File: config.mk
export PLATFORM = sky130hd
export DESIGN_NAME = conv_window_scheduler
export DESIGN_NICKNAME = d
export VERILOG_FILES = /design/src/rtl/conv_window_scheduler_pkg.sv /design/src/rtl/conv_lane_loader.sv /design/src/rtl/conv_window_scheduler.sv
export SDC_FILE = /design/constraint.sdc
export NUM_CORES = 1
export LEC_CHECK = 0
export BUFFER_PORTS_ARGS = -buffer_cell sky130_fd_sc_hd__buf_2
export CAP_MARGIN = 25
export CORE_AREA = 2 2 288 290
export CTS_CLUSTER_SIZE = 40
export DETAILED_ROUTE_END_ITERATION = 16
export DIE_AREA = 0 0 290 292
export PLACE_DENSITY_LB_ADDON = 0.3
export SYNTH_ARGS = -nofsm -noshare
export SYNTH_HDL_FRONTEND = slang
export SYNTH_SLANG_ARGS = --single-unit
File: constraint.sdc
create_clock -name axi_clk -period 1.8 [get_ports axi_clk]
set_input_delay 0.18 -clock axi_clk [delete_from_list [all_inputs] [get_ports axi_clk]]
set_output_delay 0.18 -clock axi_clk [all_outputs]
set_load 0.01 [all_outputs]
File: src/rtl/conv_window_scheduler_pkg.sv
// Shared definitions for the convolution window scheduler: FSM states, lane
// count and lane-index width helpers.
package conv_window_scheduler_pkg;

    typedef enum logic [2:0] {
        LOAD_FILTER,
        LOAD_DATA,
        MULT,
        WAIT_MULT,
        ADD,
        WAIT_ADD,
        OUTPUT
    } state_e;

    function automatic int unsigned lane_count(input int unsigned kernel);
        return kernel * kernel;
    endfunction

    function automatic int unsigned lane_idx_width(input int unsigned lanes);
        return (lanes > 1) ? $clog2(lanes) : 1;
    endfunction

    localparam int unsigned KERNELSIZE_DEFAULT = 3;
    localparam int unsigned N_LANES_DEFAULT    = lane_count(KERNELSIZE_DEFAULT);
    localparam int unsigned LANE_IDX_W_DEFAULT = lane_idx_width(N_LANES_DEFAULT);

endpackage

File: src/rtl/conv_lane_loader.sv
// Lane register bank filled in order by a wrapping index counter; last_o flags
// the write that fills the final lane.
module conv_lane_loader #(
    parameter int unsigned DATA_WIDTH = 32,
    parameter int unsigned N_LANES    = 9,
    parameter int unsigned IDX_W      = 4
) (
    input  logic                          clk_i,
    input  logic                          rst_ni,
    input  logic                          wr_en_i,
    input  logic [DATA_WIDTH-1:0]         wr_data_i,
    output logic [N_LANES*DATA_WIDTH-1:0] lanes_o,
    output logic                          last_o
);

    logic [IDX_W-1:0]                      idx_q, idx_d;
    logic [N_LANES-1:0][DATA_WIDTH-1:0]    bank_q, bank_d;

    assign last_o  = wr_en_i && (idx_q == IDX_W'(N_LANES - 1));
    assign lanes_o = bank_q;

    always_comb begin
        idx_d  = idx_q;
        bank_d = bank_q;
        if (wr_en_i) begin
            bank_d[idx_q] = wr_data_i;
            idx_d         = last_o ? '0 : idx_q + IDX_W'(1);
        end
    end

    always_ff @(posedge clk_i or negedge rst_ni) begin
        if (!rst_ni) begin
            idx_q  <= '0;
            bank_q <= '0;
        end else begin
            idx_q  <= idx_d;
            bank_q <= bank_d;
        end
    end

endmodule

File: src/rtl/conv_window_scheduler.sv
// Sequences filter/pixel loading, multiplier-array start/done collection, the
// final adder handshake and the result stream for one convolution window.
module conv_window_scheduler
    import conv_window_scheduler_pkg::*;
#(
    parameter int unsigned DATA_WIDTH = 32,
    parameter int unsigned KERNELSIZE = KERNELSIZE_DEFAULT
) (
    input  logic                                            axi_clk,
    input  logic                                            axi_reset_n,
    input  logic                                            s_axis_valid,
    input  logic [DATA_WIDTH-1:0]                           s_axis_data,
    output logic                                            s_axis_ready,
    input  logic                                            filter_reload,
    output logic [lane_count(KERNELSIZE)*DATA_WIDTH-1:0]    mult_a,
    output logic [lane_count(KERNELSIZE)*DATA_WIDTH-1:0]    mult_b,
    output logic [lane_count(KERNELSIZE)-1:0]               mult_start,
    input  logic [lane_count(KERNELSIZE)-1:0]               mult_done,
    output logic                                            add_start,
    input  logic                                            c_ready,
    input  logic [2*DATA_WIDTH-1:0]                         c_sum,
    output logic                                            m_axis_valid,
    output logic [DATA_WIDTH-1:0]                           m_axis_data,
    input  logic                                            m_axis_ready
);

    localparam int unsigned N     = lane_count(KERNELSIZE);
    localparam int unsigned IDX_W = lane_idx_width(N);

    state_e                 state_q;
    logic [N-1:0]           mask_q;
    logic [N-1:0]           mult_start_q;
    logic                   add_start_q;
    logic                   m_valid_q;
    logic [DATA_WIDTH-1:0]  m_data_q;

    logic                   in_load;
    logic                   filt_wr, data_wr;
    logic                   filt_last, data_last;
    logic [N-1:0]           mask_next;
    logic                   unused_csum_hi;

    // Gated by reset so the load states never advertise ready while held in reset.
    assign in_load      = (state_q == LOAD_FILTER) || (state_q == LOAD_DATA);
    assign s_axis_ready = axi_reset_n && in_load;
    assign filt_wr      = s_axis_valid && s_axis_ready && (state_q == LOAD_FILTER);
    assign data_wr      = s_axis_valid && s_axis_ready && (state_q == LOAD_DATA);
    assign mask_next    = mask_q | mult_done;
    assign unused_csum_hi = ^c_sum[2*DATA_WIDTH-1:DATA_WIDTH];

    conv_lane_loader #(
        .DATA_WIDTH (DATA_WIDTH),
        .N_LANES    (N),
        .IDX_W      (IDX_W)
    ) u_filter_loader (
        .clk_i      (axi_clk),
        .rst_ni     (axi_reset_n),
        .wr_en_i    (filt_wr),
        .wr_data_i  (s_axis_data),
        .lanes_o    (mult_b),
        .last_o     (filt_last)
    );

    conv_lane_loader #(
        .DATA_WIDTH (DATA_WIDTH),
        .N_LANES    (N),
        .IDX_W      (IDX_W)
    ) u_data_loader (
        .clk_i      (axi_clk),
        .rst_ni     (axi_reset_n),
        .wr_en_i    (data_wr),
        .wr_data_i  (s_axis_data),
        .lanes_o    (mult_a),
        .last_o     (data_last)
    );

    always_ff @(posedge axi_clk or negedge axi_reset_n) begin
        if (!axi_reset_n) begin
            state_q      <= LOAD_FILTER;
            mask_q       <= '0;
            mult_start_q <= '0;
            add_start_q  <= 1'b0;
            m_valid_q    <= 1'b0;
            m_data_q     <= '0;
        end else begin
            mult_start_q <= '0;
            add_start_q  <= 1'b0;
            unique case (state_q)
                LOAD_FILTER: if (filt_last) state_q <= LOAD_DATA;
                LOAD_DATA: begin
                    if (data_last) begin
                        state_q      <= MULT;
                        mult_start_q <= '1;
                    end
                end
                // Done pulses seen while the start burst is out are deliberately dropped.
                MULT: state_q <= WAIT_MULT;
                WAIT_MULT: begin
                    if (&mask_next) begin
                        mask_q  <= '0;
                        state_q <= ADD;
                    end else begin
                        mask_q  <= mask_next;
                    end
                end
                ADD: begin
                    if (!c_ready) begin
                        add_start_q <= 1'b1;
                        state_q     <= WAIT_ADD;
                    end
                end
                WAIT_ADD: begin
                    if (c_ready) begin
                        m_data_q  <= c_sum[DATA_WIDTH-1:0];
                        m_valid_q <= 1'b1;
                        state_q   <= OUTPUT;
                    end
                end
                OUTPUT: begin
                    if (m_axis_ready) begin
                        m_valid_q <= 1'b0;
                        state_q   <= filter_reload ? LOAD_FILTER : LOAD_DATA;
                    end
                end
                default: state_q <= LOAD_FILTER;
            endcase
        end
    end

    assign mult_start   = mult_start_q;
    assign add_start    = add_start_q;
    assign m_axis_valid = m_valid_q;
    assign m_axis_data  = m_data_q;

endmodule

==> impl_results.md, run 1 <==
- Share of power burned in combinational logic: 30.0%
- Post-route setup slack: -126 ps
- Endpoints failing hold: 63
- CTS buffer count: 72
- Worst-path maximum fanout: 21
- Die area: 0.0847 sq mm
- Clock slew at reported path FFs: 60 ps
- RSZ-0062 raised after global routing: yes
- NetSw: 16500 uW
- Mapped Area: 0.0241 sq mm
- Worst slew margin: 37.5%
- Vias post-DR: 15500
- Synth Warn #: 0
- Failing checks: hold timing, setup timing
- Post-synthesis mux area share: 28.9%
- Vias per inst: 4.56
- Largest cells by area after synthesis: dfrtp_1, mux2_2, mux2_4, buf_2, buf_6
- DRT Wirelength: 79500 microns
- Endpoint class of the critical path: flop
- Post-synth EDFFs: 0
- Part of the Yosys area used for sequential elements: 65.5%
- Core footprint: 0.0816 sq mm
- CP required: 2290 ps
- Max Freq: 519 MHz
- Final nets: 2389
- Top delay family on crit path: simple AND/OR/NAND/NOR gates
- Total GRT Usage: 18.2%
- Chip width: 290 microns
- HP Class: primary input to asynchronous set/reset pin
- Sw Share: 31.6%
- Cells after DPL: 3205
- Final Setup Violations: 379
- Initial Util: 29.6%
- Max-cap violation count: 0
- Mean area per synthesized cell: 16.5 sq um
- CP Data Arrival Time: 2410 ps
- Synth top area share: 65.5%
- Cts hold-fix bufs: 44
- DP Wirelength: 53800 microns
- Slew Limit Fails: 0
- Worst-margin pin slew: 938 ps
- Initial antenna violation count: 3
- Clock latency on the worst-skew pair: 620 ps
- Internal power: 35600 uW
- Clk pwr share: 28.8%
- Post-layout min period: 1930 ps
- XOR/XNOR Fraction of Synth Area: 0.0363%
- Cell Area, Placed: 0.0295 sq mm
- Startpoint Class: flop
- I/O pins: 731
- Cell taking the most area after synthesis: dfrtp_1
- DRT Pass-1 Iters: 5
- Hold Slack: -421 ps
- Ys async rst share: 100%
- Port Buffers: 698
- Slowest stage cell, crit path: dfrtp_1
- First-pass GRT wire length: 115000 microns
- # DRC: 0
- DRT antenna net count: 0
- Tcrit/Tclk final: 107%
- Leakage: 0.0183 uW
- Initial drt markers: 577
- Peak supply drop: 927 uV
- Layout cells sized above 1: 66.2%
- Mapped Cells: 1463
- Largest family of logic cells by synthesized area: multiplexers
- RePlAce Congestion: 0.791
- Final core utilization: 40.6%
- WL/cell: 23.4 microns
- Syn nets: 1582
- Seq pwr share: 41.1%
- Most used DFF post-synth: dfrtp_1
- Largest net degree at the start of global routing: 158
- Synthesized flop and latch total: 631
- Layout overhead on the synthesized area: 37.2%
- Total grt overflow: 0
- Via count of the first global-routing pass: 16500
- Worst Skew: 31.8 ps
- Clock Tree Root: clkbuf_16
- CTS max path bufs: 3
- Clock Sink Count: 631
- Commonest non-fill, non-tap cells in the layout: buf_2, dfrtp_1, mux2_2
- Post-Layout Cell Count: 3399
- H-tree Lvls: 3
- CTS tree: built
- Post-synth cell types: 40
- CP cell instances: nand3b_1, buf_4, nor4b_4, buf_6, nand2_4, buf_12, mux2_4
- Post-Synth Simple-Gate Area: 1.70%
- Compound-Gate Fraction of Synth Area: 0.975%
- Die H: 292 microns
- Pwr/cell area: 1570 mW/mm^2
- Cell Rows: 105
- Crit path buf inv count: 3
- Critical Path Max Stage Delay: 370 ps
- Setup_tns: -17200 ps
- Share of synthesized cell area in full adder, half adder and majority cells: 0.415%
- Crit Path Class: flop to flop
- Cell area after layout: 0.0331 sq mm
- Outcome: complete, but fails checks
- Most common cell after layout, fill and taps aside: buf_2
routing by layer:
| layer | GRT usage [%] | vias up | part of all wire, % |
|---|---|---|---|
| li1 | - | 6787 | - |
| met1 | 21.6 | 8110 | 40 |
| met2 | 31.6 | 477 | 51 |
| met3 | 4.18 | 141 | 5.2 |
| met4 | 7.99 | 0 | 4.1 |
| met5 | 0 | - | 0 |
area by class of cell:
class | instances | area (sq um)
Sequential cell | 631 | 15800
Antenna cell | 4 | 10.0
Timing Repair Buffer | 836 | 5420
Tap cell | 1070 | 1340
Fill cell | 7591 | 48500
Clock inverter | 24 | 354
Multi-Input combinational cell | 723 | 8080
Inverter | 6 | 22.5
Clock buffer | 105 | 2090
sequential cells by signal, summed over array words and instances, names as in the netlist:
name                     count
add_start                    1
m_axis_data                 32
m_axis_valid                 1
mask_q                       9
mult_start                   1
state_q                      3
u_data_loader.idx_q          4
u_data_loader.lanes_o      288
u_filter_loader.idx_q        4
u_filter_loader.lanes_o    288
stage by stage:
stage	total power [uW]	setup slack (ps)
after floorplan	29100	-69.3
final	52100	-126
after detailed placement	37000	-222
after global placement	36500	-230
after global routing	54700	-213
after CTS	52700	-159
worst paths after layout:
| kind | from | end | slack, ps | depth (start not counted) |
|---|---|---|---|---|
| max in group asynchronous | axi_reset_n | u_filter_loader.lanes_o[199] | 930 | 3 |
| worst min register to register | u_data_loader.lanes_o[157] | u_data_loader.lanes_o[157] | 500 | 1 |
| worst max-delay path | state_q[2] | u_data_loader.lanes_o[233] | -130 | 7 |
| worst min-delay path | axi_reset_n | u_data_loader.lanes_o[9] | -420 | 2 |
| min in group axi_clk | s_axis_data[30] | u_filter_loader.lanes_o[222] | 100 | 2 |
| worst max register to register | state_q[2] | u_data_loader.lanes_o[233] | -130 | 7 |
logic make-up after synthesis:
| group | Yosys count |
|---|---|
| DFF | 631 |
| AOI/OAI and AO/OA | 40 |
| muxes | 609 |
| and+or+nand+nor | 65 |
| buffers and inverters | 109 |
| xor gates and xnor gates | 1 |
| adders and majority gates | 8 |
synth_stat cells, types with 2 or more instances:
cell / count
mux2_4: 32
o31ai_1: 2
clkbuf_1: 36
o211ai_1: 3
dfrtp_1: 631
and2_1: 2
inv_1: 6
a31oi_1: 4
nor4_2: 2
or2_2: 2
buf_4: 11
buf_1: 2
nor4_4: 2
buf_6: 13
nor2_1: 14
nand3_1: 3
o22ai_1: 4
buf_2: 41
nor4_1: 2
nand2_1: 22
o21ai_0: 11
a21oi_1: 13
mux2_2: 576
nand3b_1: 3
ha_1: 8
nand2_4: 4
timing repair:
item,CTS,global route
buffers inserted,7,0
pin swaps,2,1
cloned,6,5
gates resized for setup,70,8
endpoints found under the hold margin,108,63
endpoints found under the setup margin,577,588
power groups by stage:
stage	combinational [uW]	sequential (uW)	clock, uW
final	15600	21400	15000
after CTS	15800	21400	15500
after floorplan	5420	23700	0
after global placement	15100	21300	0
after global routing	16700	22000	16100
after detailed placement	15400	21600	0
Power figures use the tool's default switching activity.
==> inputs of run 2 (changes only) <==
==> constraint.sdc (replaced) <==
create_clock -name axi_clk -period 2.3 [get_ports axi_clk]
set_input_delay 0.23 -clock axi_clk [delete_from_list [all_inputs] [get_ports axi_clk]]
set_output_delay 0.23 -clock axi_clk [all_outputs]
set_load 0.01 [all_outputs]
==> impl_results.md, run 2 (same netlist as run 1, synthesis figures left out) <==
- Outcome: finished clean
- Worst slew margin: 34.2% (-3.2 points)
- Peak supply drop: 786 uV (-15%)
- Layout cells sized above 1: 66.0% (-0.28 points)
- Die H: 292 microns (unchanged)
- Clock latency on the worst-skew pair: 610 ps (about the same)
- DRT Pass-1 Iters: 4 (-1)
- Layout overhead on the synthesized area: 33.5%
- Post-route setup slack: 215 ps (+340 ps)
- Max Freq: 480 MHz (-7.7%)
- Slowest stage cell, crit path: dfrtp_1
- RePlAce Congestion: 0.786 (-0.56%)
- Endpoint class of the critical path: flop
- Final nets: 2357 (-1.3%)
- Initial antenna violation count: 2 (-1)
- Critical Path Max Stage Delay: 450 ps (+80 ps)
- Initial Util: 29.6% (unchanged)
- Vias per inst: 4.59 (+0.45%)
- CP required: 2770 ps (+480 ps)
- Leakage: 0.0178 uW (-2.6%)
- Clock Tree Root: clkbuf_16
- CP cell instances: inv_1, ha_1, nand3b_1, nor2_4, buf_12, mux2_2
- Post-layout min period: 2090 ps (+160 ps)
- Crit Path Class: flop to flop
- Commonest non-fill, non-tap cells in the layout: buf_2, dfrtp_1, mux2_2
- Tcrit/Tclk final: 90.7% (-16 points)
- Core footprint: 0.0816 sq mm (unchanged)
- Endpoints failing hold: 0 (-100%)
- DP Wirelength: 52800 microns (-1.8%)
- CP Data Arrival Time: 2550 ps (+140 ps)
- Cts hold-fix bufs: 53 (+20%)
- Place WS: 235 ps (+457 ps)
- Final Setup Violations: 0 (-100%)
- Total GRT Usage: 18.0% (-0.16 points)
- # DRC: 0 (unchanged)
- Worst-margin pin slew: 986 ps (+48.4 ps)
- Clock slew at reported path FFs: 60 ps (about the same)
- Chip width: 290 microns (unchanged)
- Quantity of gates resized following cts: 0 (-100%)
- Die area: 0.0847 sq mm (unchanged)
- Via count of the first global-routing pass: 16500 (+0.12%)
- I/O pins: 731 (unchanged)
- CTS tree: built
- Setup_tns: 0 ps (+17200 ps)
- Clock Sink Count: 631 (unchanged)
- Startpoint Class: flop
- Worst-path maximum fanout: 33 (+57%)
- Postcts setup bufs: 0 (-7)
- Total design power: 40600 uW (-22%)
- Slew Limit Fails: 0 (unchanged)
- Max-cap violation count: 0 (unchanged)
- Port Buffers: 698 (unchanged)
- Vias post-DR: 15400 (-0.61%)
- Largest net degree at the start of global routing: 175 (+11%)
- Pwr/cell area: 1260 mW/mm^2 (-20%)
- First-pass GRT wire length: 113000 microns (-1.1%)
- CTS buffer count: 72 (unchanged)
- Most common cell after layout, fill and taps aside: buf_2
- DRT Wirelength: 77500 microns (-2.5%)
- H-tree Lvls: 3 (unchanged)
- CTS max path bufs: 3 (unchanged)
- Cell Rows: 105 (unchanged)
- DRT antenna net count: 0 (unchanged)
- RSZ-0062 raised after global routing: no
- Initial drt markers: 640 (+11%)
- WL/cell: 23.1 microns (-1.5%)
- Final core utilization: 39.5% (-1.1 points)
- HP Class: primary input to flop
- Worst Skew: 28.2 ps (-3.55 ps)
- Total grt overflow: 0 (unchanged)
[run 2: path summary, 6_finish.rpt]
| path | startpoint | endpoint | slack [ps] | cells past startpoint |
|---|---|---|---|---|
| max in group asynchronous | axi_reset_n | u_data_loader.lanes_o[206] | 930 | 6 |
| worst max register to register | u_data_loader.idx_q[0] | u_data_loader.lanes_o[266] | 210 | 6 |
| worst max-delay path | u_data_loader.idx_q[0] | u_data_loader.lanes_o[266] | 210 | 6 |
| worst min-delay path | s_axis_data[26] | u_data_loader.lanes_o[218] | 170 | 2 |
| min in group asynchronous | axi_reset_n | u_filter_loader.lanes_o[257] | 460 | 4 |
| worst min register to register | u_filter_loader.lanes_o[262] | u_filter_loader.lanes_o[262] | 490 | 1 |
[run 2: area by class of cell]
cell class              count  area (sq um)
fillers                  7658         49400
flip-flops and latches    631         15800
multi-input cells         723          7770
repair buffers            804          4740
clock buffers             101          2150
well taps                1070          1340
clock inverters            26           395
inverters                   6          22.5
diodes                      2          5.00
[run 2: per-stage QoR]
stage | area (sq um) | cells | hold WS [ps]
global route | 32200 | 3361 | 157
floorplan | 24100 | 1463 | -65.6
global placement | 29100 | 3181 | 273
CTS | 32200 | 3361 | 119
detailed placement | 29100 | 3181 | 272
finish | 32200 | 3363 | 169
[run 2: per-layer routing]
layer | share of wire (%) | track usage [%] | up-vias
li1 | - | - | 6743
met1 | 41 | 21.6 | 8033
met2 | 50 | 31.1 | 502
met3 | 5.6 | 4.55 | 142
met4 | 3.6 | 7.02 | 0
met5 | 0 | 0 | -
[run 2: critical path, delay by kind of cell, from the launching register on]
family | cells | cell delay, ps
flops | 1 | 450
simple gates | 2 | 440
buf+inv | 2 | 380
mux | 1 | 380
fa+ha+maj | 1 | 260
[run 2: power by group]
group / leakage, uW / switching (uW) / internal (uW) / total, uW
sequential: 0.00849 / 1910 / 14800 / 16700
clock: 0.00126 / 4700 / 7470 / 12200
combinational: 0.00806 / 6030 / 5660 / 11700
total: 0.0178 / 12600 / 28000 / 40600
==> inputs of run 3 (changes only) <==
==> constraint.sdc (replaced) <==
create_clock -name axi_clk -period 1.95 [get_ports axi_clk]
set_input_delay 0.195 -clock axi_clk [delete_from_list [all_inputs] [get_ports axi_clk]]
set_output_delay 0.195 -clock axi_clk [all_outputs]
set_load 0.01 [all_outputs]
==> impl_results.md, run 3 (same netlist as run 1, synthesis figures left out) <==
- WL/cell: 23.3 microns (+0.98%)
- Die H: 292 microns (unchanged)
- CP cell instances: or2_0, buf_4, or2_4, nor2_4, buf_12, buf_16, mux2_2
- Layout overhead on the synthesized area: 36.7%
- Worst R2R Path Depth: 7 (+1)
- CTS buffer count: 74 (+2.8%)
- Outcome: complete, but fails checks
- Startpoint Class: flop
- H-tree Lvls: 3 (unchanged)
- Post-route setup slack: -1.01 ps (-216 ps)
- Critical Path Max Stage Delay: 380 ps (-70 ps)
- Slew Limit Fails: 0 (unchanged)
- DRT antenna net count: 0 (unchanged)
- Endpoints failing hold: 0 (unchanged)
- Crit Path Class: flop to flop
- Cell Area, Placed: 0.0293 sq mm (+0.91%)
- Vias per inst: 4.54 (-1.0%)
- CP Data Arrival Time: 2440 ps (-110 ps)
- Post-layout min period: 1950 ps (-134 ps)
- First-pass GRT wire length: 113000 microns (about the same)
- Total grt overflow: 0 (unchanged)
- Worst-margin pin slew: 837 ps (-149 ps)
- M1 GR Usage: 21.5% (-0.047 points)
- Core footprint: 0.0816 sq mm (unchanged)
- Die area: 0.0847 sq mm (unchanged)
- Chip width: 290 microns (unchanged)
- Commonest non-fill, non-tap cells in the layout: buf_2, dfrtp_1, mux2_2
- DRT Wirelength: 79000 microns (+2.0%)
- I/O pins: 731 (unchanged)
- Initial antenna violation count: 6 (+4)
- Max Freq: 513 MHz (+6.9%)
- Place WS: -126 ps (-362 ps)
- Total design power: 47800 uW (+18%)
- Crit Reg-Reg Startpoint: state_q[0]
- RSZ-0062 raised after global routing: yes
- Final nets: 2384 (+1.1%)
- GR Util met2: 30.8% (-0.34 points)
- Busiest grt layer: met2
- # DRC: 0 (unchanged)
- Tcrit/Tclk final: 100% (+9.4 points)
- Endpoint class of the critical path: flop
- Clock slew at reported path FFs: 60 ps (about the same)
- Global Route met3 Usage: 4.37% (-0.18 points)
- Worst Skew: 26.8 ps (-1.38 ps)
- Initial Util: 29.6% (unchanged)
- RePlAce Congestion: 0.770 (-2.0%)
- DP Wirelength: 53600 microns (+1.6%)
- CP required: 2440 ps (-330 ps)
- Leakage: 0.0182 uW (+2.3%)
- Layout cells sized above 1: 66.3% (+0.31 points)
- Final Setup Violations: 2 (+2)
- Pwr/cell area: 1450 mW/mm^2 (+15%)
- Port Buffers: 698 (unchanged)
- Via count of the first global-routing pass: 16600 (+0.63%)
- Max-cap violation count: 0 (unchanged)
- Clock latency on the worst-skew pair: 620 ps (about the same)
- Cell area after layout: 0.0330 sq mm (+2.3%)
- HP Class: primary input to asynchronous set/reset pin
- Total GRT Usage: 18.0% (-0.028 points)
- Fill cell count: 7640 (-0.24%)
- Worst Setup SP: state_q[0]
- Peak supply drop: 768 uV (-2.3%)
- CTS tree: built
- Clock Sink Count: 631 (unchanged)
- Most common cell after layout, fill and taps aside: buf_2
- Clock Tree Root: clkbuf_16
- Vias post-DR: 15400 (-0.052%)
- Initial drt markers: 621 (-3.0%)
- Failing checks: setup timing
- Worst slew margin: 44.2% (+10 points)
- CTS max path bufs: 3 (unchanged)
- Worst-path maximum fanout: 10 (-70%)
- Cell Rows: 105 (unchanged)
- DRT Pass-1 Iters: 4 (unchanged)
- Slowest stage cell, crit path: dfrtp_1
- Largest net degree at the start of global routing: 158 (-9.7%)
==> run 3: per-layer routing <==
metal | vias up | routed length, microns
met1 | 7964 | 32400
met3 | 150 | 4190
met2 | 529 | 39300
met4 | 0 | 3120
li1 | 6769 | -
met5 | - | 0
==> run 3: cell type report <==
cell class              count  area, sq um  area share (%)
clock buffers             110         2230            6.77
repair buffers            829         5330            16.2
inverters                   6         22.5          0.0683
diodes                      5         12.5          0.0380
well taps                1070         1340            4.06
clock inverters            22          244           0.740
flip-flops and latches    631        15800            47.9
multi-input cells         723         8000            24.3
==> run 3: power by group <==
group          internal (uW)  leakage, uW  total, uW  switching, uW
sequential             17500      0.00849      19700           2240
combinational           6940      0.00850      14200           7230
clock                   8350      0.00122      13900           5540
==> run 3: per-stage QoR <==
step	cells	utilization (%)	hold slack (ps)	setup TNS (ps)
after floorplan	1463	-	-101	0
after global placement	3198	36.0	426	-5560
after detailed placement	3198	36.0	431	-6210
after CTS	3382	39.7	31.5	-160
after global routing	3396	40.4	31.5	-10910
final	3396	40.4	7.60	-1.72
==> run 3: worst paths after layout <==
| path | to | slack [ps] |
|---|---|---|
| hold reg to reg | u_filter_loader.lanes_o[209] | 500 |
| max in group asynchronous | u_filter_loader.lanes_o[172] | 1140 |
| min in group axi_clk | u_filter_loader.lanes_o[217] | 160 |
| setup / recovery | u_filter_loader.lanes_o[257] | -1 |
| setup reg to reg | u_filter_loader.lanes_o[257] | -1 |
| hold / removal | u_filter_loader.lanes_o[240] | 8 |
==> run 3: repair_timing <==
item,CTS,global route
setup buffers,6,0
resized for setup,10,77
endpoints found under the hold margin,45,0
pin swaps,2,3
hold buffers,44,0
endpoints found under the setup margin,114,521
cloned,2,9
==> run 3: worst max-delay path: cells and delay by family, from the launching register on <==
kind | cells | cell delay [ps]
simple gates | 3 | 640
mux | 1 | 330
buf+inv | 3 | 470
flops | 1 | 380
